File: config.mk
export PLATFORM = sky130hd
export DESIGN_NAME = bambu_mem_arbiter_flat
export DESIGN_NICKNAME = d
export VERILOG_FILES = /design/src/rtl/bambu_mem_arbiter_if.sv /design/src/rtl/bambu_mem_arbiter.sv /design/src/flat_wrapper.sv
export SDC_FILE = /design/constraint.sdc
export NUM_CORES = 1
export LEC_CHECK = 0
export BUFFER_PORTS_ARGS = -buffer_cell sky130_fd_sc_hd__buf_2
export CORE_MARGIN = 2
export CORE_UTILIZATION = 31
export CTS_CLUSTER_SIZE = 16
export DETAILED_ROUTE_END_ITERATION = 10
export SYNTH_ARGS = -nofsm -noshare
export SYNTH_HDL_FRONTEND = slang
export SYNTH_SLANG_ARGS = --single-unit
File: constraint.sdc
create_clock -name clock -period 2.71 [get_ports clock]
set_input_delay 0.542 -clock clock [delete_from_list [all_inputs] [get_ports clock]]
set_output_delay 0.542 -clock clock [all_outputs]
set_load 0.01 [all_outputs]
File: src/rtl/bambu_mem_arbiter_if.sv
// bambu_mem_arbiter_if: lane-side bus between a Bambu main core (master) and the SRAM arbiter (slave)
//   Mout_oe_ram/Mout_we_ram   per-lane read/write request
//   Mout_addr_ram             lane i address at [i*ADDR_W +: ADDR_W]
//   Mout_Wdata_ram            lane i write data at [i*DATA_W +: DATA_W]
//   Mout_data_ram_size        lane i access size in bits at [i*4 +: 4]
//   M_Rdata_ram               lane i read data, nonzero only in its read response cycle
//   M_DataRdy                 per-lane one-cycle completion strobe
interface bambu_mem_arbiter_if #(
    parameter int unsigned ADDR_W = 7,
    parameter int unsigned DATA_W = 8
);
    logic [1:0]          Mout_oe_ram;
    logic [1:0]          Mout_we_ram;
    logic [2*ADDR_W-1:0] Mout_addr_ram;
    logic [2*DATA_W-1:0] Mout_Wdata_ram;
    logic [7:0]          Mout_data_ram_size;
    logic [2*DATA_W-1:0] M_Rdata_ram;
    logic [1:0]          M_DataRdy;
    modport master (
        output Mout_oe_ram, Mout_we_ram, Mout_addr_ram, Mout_Wdata_ram, Mout_data_ram_size,
        input  M_Rdata_ram, M_DataRdy
    );
    modport slave (
        input  Mout_oe_ram, Mout_we_ram, Mout_addr_ram, Mout_Wdata_ram, Mout_data_ram_size,
        output M_Rdata_ram, M_DataRdy
    );
endinterface

File: src/rtl/bambu_mem_arbiter.sv
// bambu_mem_arbiter: round-robin two-lane arbiter and sequencer onto one single-port synchronous SRAM
//   clock, reset   rising-edge clock, asynchronous active-high reset
//   bus            lane request/response bus (slave side)
//   sram_*         SRAM port: ce/we strobe only in ISSUE, addr/wdata/wmask hold the last grant
//   sram_rdata     SRAM read data, valid the cycle after a read strobe
//   err_both       sticky per-lane flag: oe and we seen together
//   busy           high whenever the sequencer is not idle
module bambu_mem_arbiter #(
    parameter int unsigned ADDR_W      = 7,
    parameter int unsigned DATA_W      = 8,
    parameter int unsigned BASE_ADDR   = 0,
    parameter int unsigned MEMSIZE     = 64,
    parameter int unsigned READ_DELAY  = 2,
    parameter int unsigned WRITE_DELAY = 1,
    localparam int unsigned SRAM_AW    = $clog2(MEMSIZE)
) (
    input  logic                clock,
    input  logic                reset,
    bambu_mem_arbiter_if.slave  bus,
    output logic                sram_ce,
    output logic                sram_we,
    output logic [SRAM_AW-1:0]  sram_addr,
    output logic [DATA_W-1:0]   sram_wdata,
    output logic [DATA_W-1:0]   sram_wmask,
    input  logic [DATA_W-1:0]   sram_rdata,
    output logic [1:0]          err_both,
    output logic                busy
);
    localparam int unsigned CNT_W = 16;
    localparam logic [CNT_W-1:0] RD_WAIT = CNT_W'(READ_DELAY - 2);
    localparam logic [CNT_W-1:0] WR_WAIT = CNT_W'(WRITE_DELAY - 1);

    // CAP is the mandatory first post-issue cycle of every read, where sram_rdata is captured
    typedef enum logic [2:0] {IDLE, ISSUE, CAP, WAIT, RESP} state_t;

    state_t             state_q, state_d;
    logic               lane_q, lane_d;
    logic               op_q, op_d;
    logic               last_grant_q, last_grant_d;
    logic [SRAM_AW-1:0] addr_q, addr_d;
    logic [DATA_W-1:0]  wdata_q, wdata_d;
    logic [DATA_W-1:0]  mask_q, mask_d;
    logic [DATA_W-1:0]  rdata_q, rdata_d;
    logic [CNT_W-1:0]   cnt_q, cnt_d;
    logic [1:0]         err_q, err_d;

    logic [1:0]         valid;
    logic               grant;
    logic [SRAM_AW-1:0] lane_off   [2];
    logic [DATA_W-1:0]  lane_mask  [2];
    logic [DATA_W-1:0]  lane_wdata [2];

    for (genvar i = 0; i < 2; i++) begin : g_lane
        logic [31:0] off;
        logic [3:0]  size;
        // Unsigned wrap turns addresses below BASE_ADDR into huge offsets, so one compare covers both bounds
        assign off           = 32'(bus.Mout_addr_ram[i*ADDR_W +: ADDR_W]) - BASE_ADDR;
        assign size          = bus.Mout_data_ram_size[i*4 +: 4];
        assign valid[i]      = (bus.Mout_oe_ram[i] ^ bus.Mout_we_ram[i]) && off < MEMSIZE;
        assign lane_off[i]   = SRAM_AW'(off);
        assign lane_mask[i]  = 32'(size) >= DATA_W ? '1 : DATA_W'((32'd1 << size) - 32'd1);
        assign lane_wdata[i] = bus.Mout_Wdata_ram[i*DATA_W +: DATA_W];
    end

    assign grant = valid == 2'b11 ? ~last_grant_q : valid[1];

    always_comb begin
        state_d      = state_q;
        lane_d       = lane_q;
        op_d         = op_q;
        last_grant_d = last_grant_q;
        addr_d       = addr_q;
        wdata_d      = wdata_q;
        mask_d       = mask_q;
        rdata_d      = rdata_q;
        cnt_d        = cnt_q;
        err_d        = err_q | (bus.Mout_oe_ram & bus.Mout_we_ram);
        case (state_q)
            IDLE: if (|valid) begin
                state_d      = ISSUE;
                lane_d       = grant;
                last_grant_d = grant;
                op_d         = bus.Mout_we_ram[grant];
                addr_d       = lane_off[grant];
                wdata_d      = lane_wdata[grant];
                mask_d       = lane_mask[grant];
            end
            ISSUE: begin
                cnt_d   = op_q ? WR_WAIT : RD_WAIT;
                state_d = !op_q ? CAP : WR_WAIT == '0 ? RESP : WAIT;
            end
            CAP: begin
                rdata_d = sram_rdata;
                state_d = cnt_q == '0 ? RESP : WAIT;
            end
            WAIT: begin
                cnt_d   = cnt_q - 1'b1;
                state_d = cnt_q == CNT_W'(1) ? RESP : WAIT;
            end
            RESP:    state_d = IDLE;
            default: state_d = IDLE;
        endcase
    end

    always_ff @(posedge clock or posedge reset) begin
        if (reset) begin
            state_q      <= IDLE;
            lane_q       <= 1'b0;
            op_q         <= 1'b0;
            last_grant_q <= 1'b1;
            addr_q       <= '0;
            wdata_q      <= '0;
            mask_q       <= '0;
            rdata_q      <= '0;
            cnt_q        <= '0;
            err_q        <= '0;
        end else begin
            state_q      <= state_d;
            lane_q       <= lane_d;
            op_q         <= op_d;
            last_grant_q <= last_grant_d;
            addr_q       <= addr_d;
            wdata_q      <= wdata_d;
            mask_q       <= mask_d;
            rdata_q      <= rdata_d;
            cnt_q        <= cnt_d;
            err_q        <= err_d;
        end
    end

    assign busy            = state_q != IDLE;
    assign sram_ce         = state_q == ISSUE;
    assign sram_we         = sram_ce & op_q;
    assign sram_addr       = addr_q;
    assign sram_wdata      = wdata_q;
    assign sram_wmask      = mask_q;
    assign err_both        = err_q;
    assign bus.M_DataRdy   = state_q == RESP ? (lane_q ? 2'b10 : 2'b01) : 2'b00;
    assign bus.M_Rdata_ram = state_q == RESP && !op_q ? (lane_q ? {rdata_q, DATA_W'(0)} : {DATA_W'(0), rdata_q}) : '0;
endmodule

File: src/flat_wrapper.sv
// flat-port wrapper written by rule: the top's interface ports become plain ports
module bambu_mem_arbiter_flat 
#(
    parameter int unsigned ADDR_W      = 7,
    parameter int unsigned DATA_W      = 8,
    parameter int unsigned BASE_ADDR   = 0,
    parameter int unsigned MEMSIZE     = 64,
    parameter int unsigned READ_DELAY  = 2,
    parameter int unsigned WRITE_DELAY = 1,
    localparam int unsigned SRAM_AW    = $clog2(MEMSIZE)
)
  (clock, reset, sram_ce, sram_we, sram_addr, sram_wdata, sram_wmask, sram_rdata, err_both, busy, bus_Mout_oe_ram, bus_Mout_we_ram, bus_Mout_addr_ram, bus_Mout_Wdata_ram, bus_Mout_data_ram_size, bus_M_Rdata_ram, bus_M_DataRdy);
  bambu_mem_arbiter_if #(.ADDR_W(ADDR_W), .DATA_W(DATA_W)) bus_i ();
  input  logic clock;
  input  logic reset;
  output logic sram_ce;
  output logic sram_we;
  output logic [SRAM_AW-1:0] sram_addr;
  output logic [DATA_W-1:0] sram_wdata;
  output logic [DATA_W-1:0] sram_wmask;
  input  logic [DATA_W-1:0] sram_rdata;
  output logic [1:0] err_both;
  output logic busy;
  input wire logic [$bits(bus_i.Mout_oe_ram)-1:0] bus_Mout_oe_ram;
  input wire logic [$bits(bus_i.Mout_we_ram)-1:0] bus_Mout_we_ram;
  input wire logic [$bits(bus_i.Mout_addr_ram)-1:0] bus_Mout_addr_ram;
  input wire logic [$bits(bus_i.Mout_Wdata_ram)-1:0] bus_Mout_Wdata_ram;
  input wire logic [$bits(bus_i.Mout_data_ram_size)-1:0] bus_Mout_data_ram_size;
  output wire logic [$bits(bus_i.M_Rdata_ram)-1:0] bus_M_Rdata_ram;
  output wire logic [$bits(bus_i.M_DataRdy)-1:0] bus_M_DataRdy;
  assign bus_i.Mout_oe_ram = bus_Mout_oe_ram;
  assign bus_i.Mout_we_ram = bus_Mout_we_ram;
  assign bus_i.Mout_addr_ram = bus_Mout_addr_ram;
  assign bus_i.Mout_Wdata_ram = bus_Mout_Wdata_ram;
  assign bus_i.Mout_data_ram_size = bus_Mout_data_ram_size;
  assign bus_M_Rdata_ram = bus_i.M_Rdata_ram;
  assign bus_M_DataRdy = bus_i.M_DataRdy;
  bambu_mem_arbiter #(.ADDR_W(ADDR_W), .DATA_W(DATA_W), .BASE_ADDR(BASE_ADDR), .MEMSIZE(MEMSIZE), .READ_DELAY(READ_DELAY), .WRITE_DELAY(WRITE_DELAY)) u_core (.clock(clock), .reset(reset), .bus(bus_i), .sram_ce(sram_ce), .sram_we(sram_we), .sram_addr(sram_addr), .sram_wdata(sram_wdata), .sram_wmask(sram_wmask), .sram_rdata(sram_rdata), .err_both(err_both), .busy(busy));
endmodule
Word level (Yosys, flattened, before mapping)
Index checks and enable logic that the tools add are counted.

ROM bits: 0. Word-level logic and storage cells: 69. Input port bits: 52. Output and inout port bits: 45. Register bits after elaboration: 54. Latch bits: 0. RAM bits: 0. Memories kept: 0.

Bitwise logic cells: 7. Reductions and logical operators: 10. Multiply operators: 0. Equality and inequality tests: 7. Muxes and demuxes: 24. $add $sub $neg: 3. Div/mod/pow operators: 0. Shift operators: 2. Magnitude comparators: 6.

Operator list (count): two-way mux 8 bit (8); two-way mux 16 bit (2); case mux 16 bit (2 select lines) (1); two-way mux 6 bit (3); == test 16 x 1 -> 1 bit, second input constant (1); zero test 16 bit (1); << shifter 1 x 4 -> 8 bit, first input constant (2); subtractor 16 x 1 -> 16 bit, second input constant (1); subtractor 8 x 1 -> 8 bit, second input constant (2); less-than comparator 7 bit, second input constant (2); two-way mux 3 bit (4); case mux 3 bit (4 select lines) (1); greater-or-equal comparator 4 bit, second input constant (2); == test 3 x 2 -> 1 bit, second input constant (2); two-way mux 2 bit (2); == test 3 x 1 -> 1 bit, second input constant (1); == test 3 bit, second input constant (1); logical AND 1 bit (3); zero test 3 bit (1); two-way mux 1 bit (3); nonzero test 3 bit (1); bitwise AND 2 bit (1); == test 2 bit, second input constant (1); greater-or-equal comparator 2 bit, second input constant (1); 11 further kinds (12).

Logic depth before layout (Yosys ltp)
Word-level depth: 8. Mapped depth: 7.

Worst setup path before layout
No wires, ideal clock.

Path kind: input -> register. Start: input port bus_Mout_we_ram[1]. End: register u_core.addr_q[0], in the netlist u_core.sram_addr[0]. Setup slack: 0.514 ns. Required time: 2.575 ns. Buffers on the path: 2. Data arrival time: 2.062 ns. Stages: 7. Cells stage by stage: ha_1 > nor2b_1 > a21bo_2 > clkbuf_1 > buf_1 > mux2i_1 > o21ai_0.

Word-level cells in the longest chain between the ends: 8.

Ends and longest elaborated chain: start: declaration (RTL line flat_wrapper.sv:25) `input wire logic [$bits(bus_i.Mout_we_ram)-1:0] bus_Mout_we_ram;`; bitwise XOR 1 bit * (RTL line bambu_mem_arbiter.sv:59) `assign valid[i] = (bus.Mout_oe_ram[i] ^ bus.Mout_we_ram[i]) && off < MEMSIZE;`; logical AND 1 bit * (RTL line bambu_mem_arbiter.sv:59); == test 2 bit (RTL line bambu_mem_arbiter.sv:65) `assign grant = valid == 2'b11 ? ~last_grant_q : valid[1];`; two-way mux 1 bit (RTL line bambu_mem_arbiter.sv:65); inverter 1 -> 2 bit (not written as such) (RTL line bambu_mem_arbiter.sv:84) `addr_d = lane_off[grant];`; two-way mux 6 bit (not written as such) (3 in series) (RTL line bambu_mem_arbiter.sv:84); end signal: assignment (RTL line bambu_mem_arbiter.sv:122) `addr_q <= addr_d;`; end: declaration (RTL line bambu_mem_arbiter.sv:40) `logic [SRAM_AW-1:0] addr_q, addr_d;`.

Every way passes the cells marked *; elsewhere a longest branch is shown, timed or not. The select of a mux whose other input is x is not followed. A chain may end at the register's enable or synchronous reset.

Final worst setup path
Start: register u_core.state_q[2]. End: output port sram_we.

Word-level cells in the longest chain between the ends: 2.

Ends and longest elaborated chain: start: declaration (RTL line bambu_mem_arbiter.sv:36) `state_t state_q, state_d;`; start signal: assignment (RTL line bambu_mem_arbiter.sv:118) `state_q <= state_d;`; == test 3 x 1 -> 1 bit (RTL line bambu_mem_arbiter.sv:132) `assign sram_ce = state_q == ISSUE;`; bitwise AND 1 bit (RTL line bambu_mem_arbiter.sv:133) `assign sram_we = sram_ce & op_q;`; end: declaration (RTL line flat_wrapper.sv:17) `output logic sram_we;`.

No other way between the ends.

==> key figures <==
Run status
  – Status: complete, no violations

Setup path
  – R2r setup slk: 0.64 ns
  – Required time worst endpoint: 2.17 ns
  – Startpoint Class: flip-flop
  – Critical Path End: sram_we
  – Setup CP Type: flip-flop to output port
  – R2r startpoint: u_core.state_q[2]$_DFFE_PP0P_
  – Setup crit start: u_core.state_q[2]$_DFFE_PP0P_
  – R2R depth: 5
  – Critical Path AT: 2.01 ns
  – Reg2reg end: u_core.cnt_q[12]$_DFFE_PP0P_
  – Worst-path maximum fanout: 10
  – Worst setup EP type: output port

CTS
  – Post-CTS Setup Bufs: 0
  – CTS-repair resized insts: 0
  – Buffer levels on the longest clock path: 2
  – CTS root buffer: clkbuf_8
  – CTS clk-pin slew, worst paths: 0.10 ns
  – Post-CTS Hold Buffers: 0
  – CTS tree: yes
  – H-tree levels: 2
  – Clk_lat worst skew: 0.30 ns
  – TritonCTS buffer count: 5
  – CTS sink count: 54

Finish
  – Commonest non-fill, non-tap cells in the layout: buf_2, dfrtp_1, nand2_1
  – Proportion of layout cells with a drive suffix above 1: 34.5%
  – Synth-to-Final Area Change: 25.4%
  – Commonest non-fill, non-tap cell in the layout: buf_2
  – Antenna fix cells: 0
  – Design area: 3600 um2
  – # nets final: 446

Detailed routing
  – DRT Pass-1 Iters: 4
  – 1st-iter DRT viols: 105
  – Final wirelength: 6580 um
  – DRC Markers: 0
  – Vias: 2412
  – Via density: 4.83
  – WL/cell: 13.2 um
  – Post-route ant nets: 0

Floorplan
  – Die Y: 100 um
  – Core Region: 9110 um2
  – Row count: 35
  – Die ar.: 10100 um2
  – Starting Density: 31.6%
  – Die W: 100 um
  – # IOs: 97

Logic synthesis
  – Count of cell types in the netlist: 47
  – Cell area after synthesis: 2870 um2
  – Post-Syn Nets: 348
  – Ys async rst share: 100%
  – Syn Area/Cell: 9.94 um2
  – Post-synth EDFFs: 0
  – Register area share after synthesis: 47.1%
  – Syn. warnings: 0
  – Most used DFF post-synth: dfrtp_1
  – Synth Register Bits: 54
  – Post-Syn Instances: 289

Placed design
  – Detailed placer's ending HPWL: 5020 um
  – IO buf count: 96
  – Placed cell area: 3510 um2
  – GPL Wtd Cong: 0.844

Global routing
  – Initial antenna violation count: 0
  – Largest net degree at the start of global routing: 45
  – Grt total ovfl: 0
  – First-pass GRT wire length: 11000 um
  – Vias in the first global route: 2363
  – Total GRT Usage: 13.3%

Timing
  – Final setup violation count: 0
  – Max-slew violations: 0
  – Worst-Margin Slew: 0.678 ns
  – Slew margin rel.: 54.6%
  – Max Fclk: 393 MHz
  – Period utilization: 94.0%
  – Clock skew: 0.00949 ns
  – Final min period: 2.55 ns
  – RSZ-0062 raised after global routing: no
  – Total Neg Setup Slack: 0 ns
  – Hold Worst Slack: 0.213 ns
  – Final hold vios: 0

Pwr
  – Switch Pwr: 1080 uW
  – Lkg Pwr: 0.00184 uW
  – Clock power share: 15.8%
  – Switching Fraction: 36.6%
  – Gate power share: 35.6%
  – Peak VDD IR: 0.000401 V
  – Pwr dens: 821 nW/um2
  – P_int: 1880 uW
  – Reg power frac: 48.6%

Min path
  – Worst hold path type: primary input to asynchronous set/reset pin

Flow run
  – Max cap viols: 0
## synth_stat cells, types with 4 or more instances
| master | number | area (um2) |
|---|---|---|
| xor2_1 | 9 | 78.8 |
| o21ai_0 | 28 | 140 |
| nor2_1 | 18 | 67.6 |
| mux2_2 | 10 | 113 |
| nor3b_1 | 6 | 45.0 |
| nor3_1 | 7 | 35.0 |
| ha_1 | 7 | 87.6 |
| inv_1 | 4 | 15.0 |
| clkbuf_1 | 9 | 33.8 |
| dfrtp_1 | 53 | 1330 |
| and2_1 | 17 | 106 |
| mux2i_1 | 20 | 200 |
| a21oi_1 | 5 | 25.0 |
| nand2_1 | 39 | 146 |
| nor2b_1 | 6 | 37.5 |
## power by group through the flow
stage / logic [uW] / clock network, uW / registers, uW
after global placement: 1040 / 0 / 1440
final: 1050 / 468 / 1440
after CTS: 1070 / 487 / 1440
after global routing: 1210 / 518 / 1500
after floorplan: 639 / 0 / 1480
after detailed placement: 1070 / 0 / 1460
## cell type report
cell class	instances	area (um2)
multi-input cells	219	1470
repair buffers	103	533
inverters	4	15.0
flip-flops and latches	54	1350
fillers	953	5500
clock buffers	6	82.6
clock inverters	2	12.5
well taps	111	139
## cell families (layout without fill, tap and decap cells)
| logic type | Yosys count | after routing | synth area share [%] |
|---|---|---|---|
| and+or+nand+nor | 125 | 125 | 24.1 |
| xor gates and xnor gates | 11 | 11 | 3.35 |
| adders and majority gates | 7 | 7 | 3.05 |
| buffers and inverters | 16 | 115 | 2.18 |
| AOI/OAI and AO/OA | 46 | 46 | 9.36 |
| DFF | 54 | 54 | 47.1 |
| muxes | 30 | 30 | 10.9 |
## worst max-delay path, stage by stage (launching register included)
cell and delay, ns:
dfrtp_1 0.47, nand2b_1 0.33, nor2_1 0.51, and2_1 0.24, buf_2 0.14
## flip-flops by register name, summed over array words and instances (netlist names)
| register | flops |
|---|---|
| u_core.cnt_q | 16 |
| u_core.err_both | 2 |
| u_core.lane_q | 1 |
| u_core.last_grant_q | 1 |
| u_core.op_q | 1 |
| u_core.rdata_q | 8 |
| u_core.sram_addr | 6 |
| u_core.sram_wdata | 8 |
| u_core.sram_wmask | 8 |
| u_core.state_q | 3 |
## stage by stage
step	total power (uW)	instances	utilization [%]	worst slack, ns
floorplan	2120	289	-	0.514
global placement	2490	491	38.5	0.424
detailed placement	2530	491	38.5	0.323
CTS	3000	499	39.6	0.138
global route	3240	499	39.6	0.00766
finish	2960	499	39.6	0.163
## routing by layer
metal / track usage (%) / wire (um) / vias up
met4: 2.42 / 2 / 0
met2: 21.9 / 3130 / 68
met3: 3.69 / 386 / 2
li1: - / - / 1212
met5: 0 / 0 / -
met1: 17.8 / 3070 / 1130
## how the worst min path moves through the flow
stage | to | slack, ns | depth (start not counted)
floorplan | u_core.last_grant_q$_DFFE_PP1P_ | 0.46 | 2
global placement | u_core.err_both[0]$_DFF_PP0_ | 0.45 | 1
detailed placement | u_core.err_both[0]$_DFF_PP0_ | 0.45 | 1
CTS | u_core.sram_wmask[0]$_DFFE_PP0P_ | 0.22 | 2
global route | u_core.sram_wdata[6]$_DFFE_PP0P_ | 0.23 | 2
finish | u_core.sram_wmask[6]$_DFFE_PP0P_ | 0.21 | 2
No activity file was read; power rests on OpenSTA's default activity.
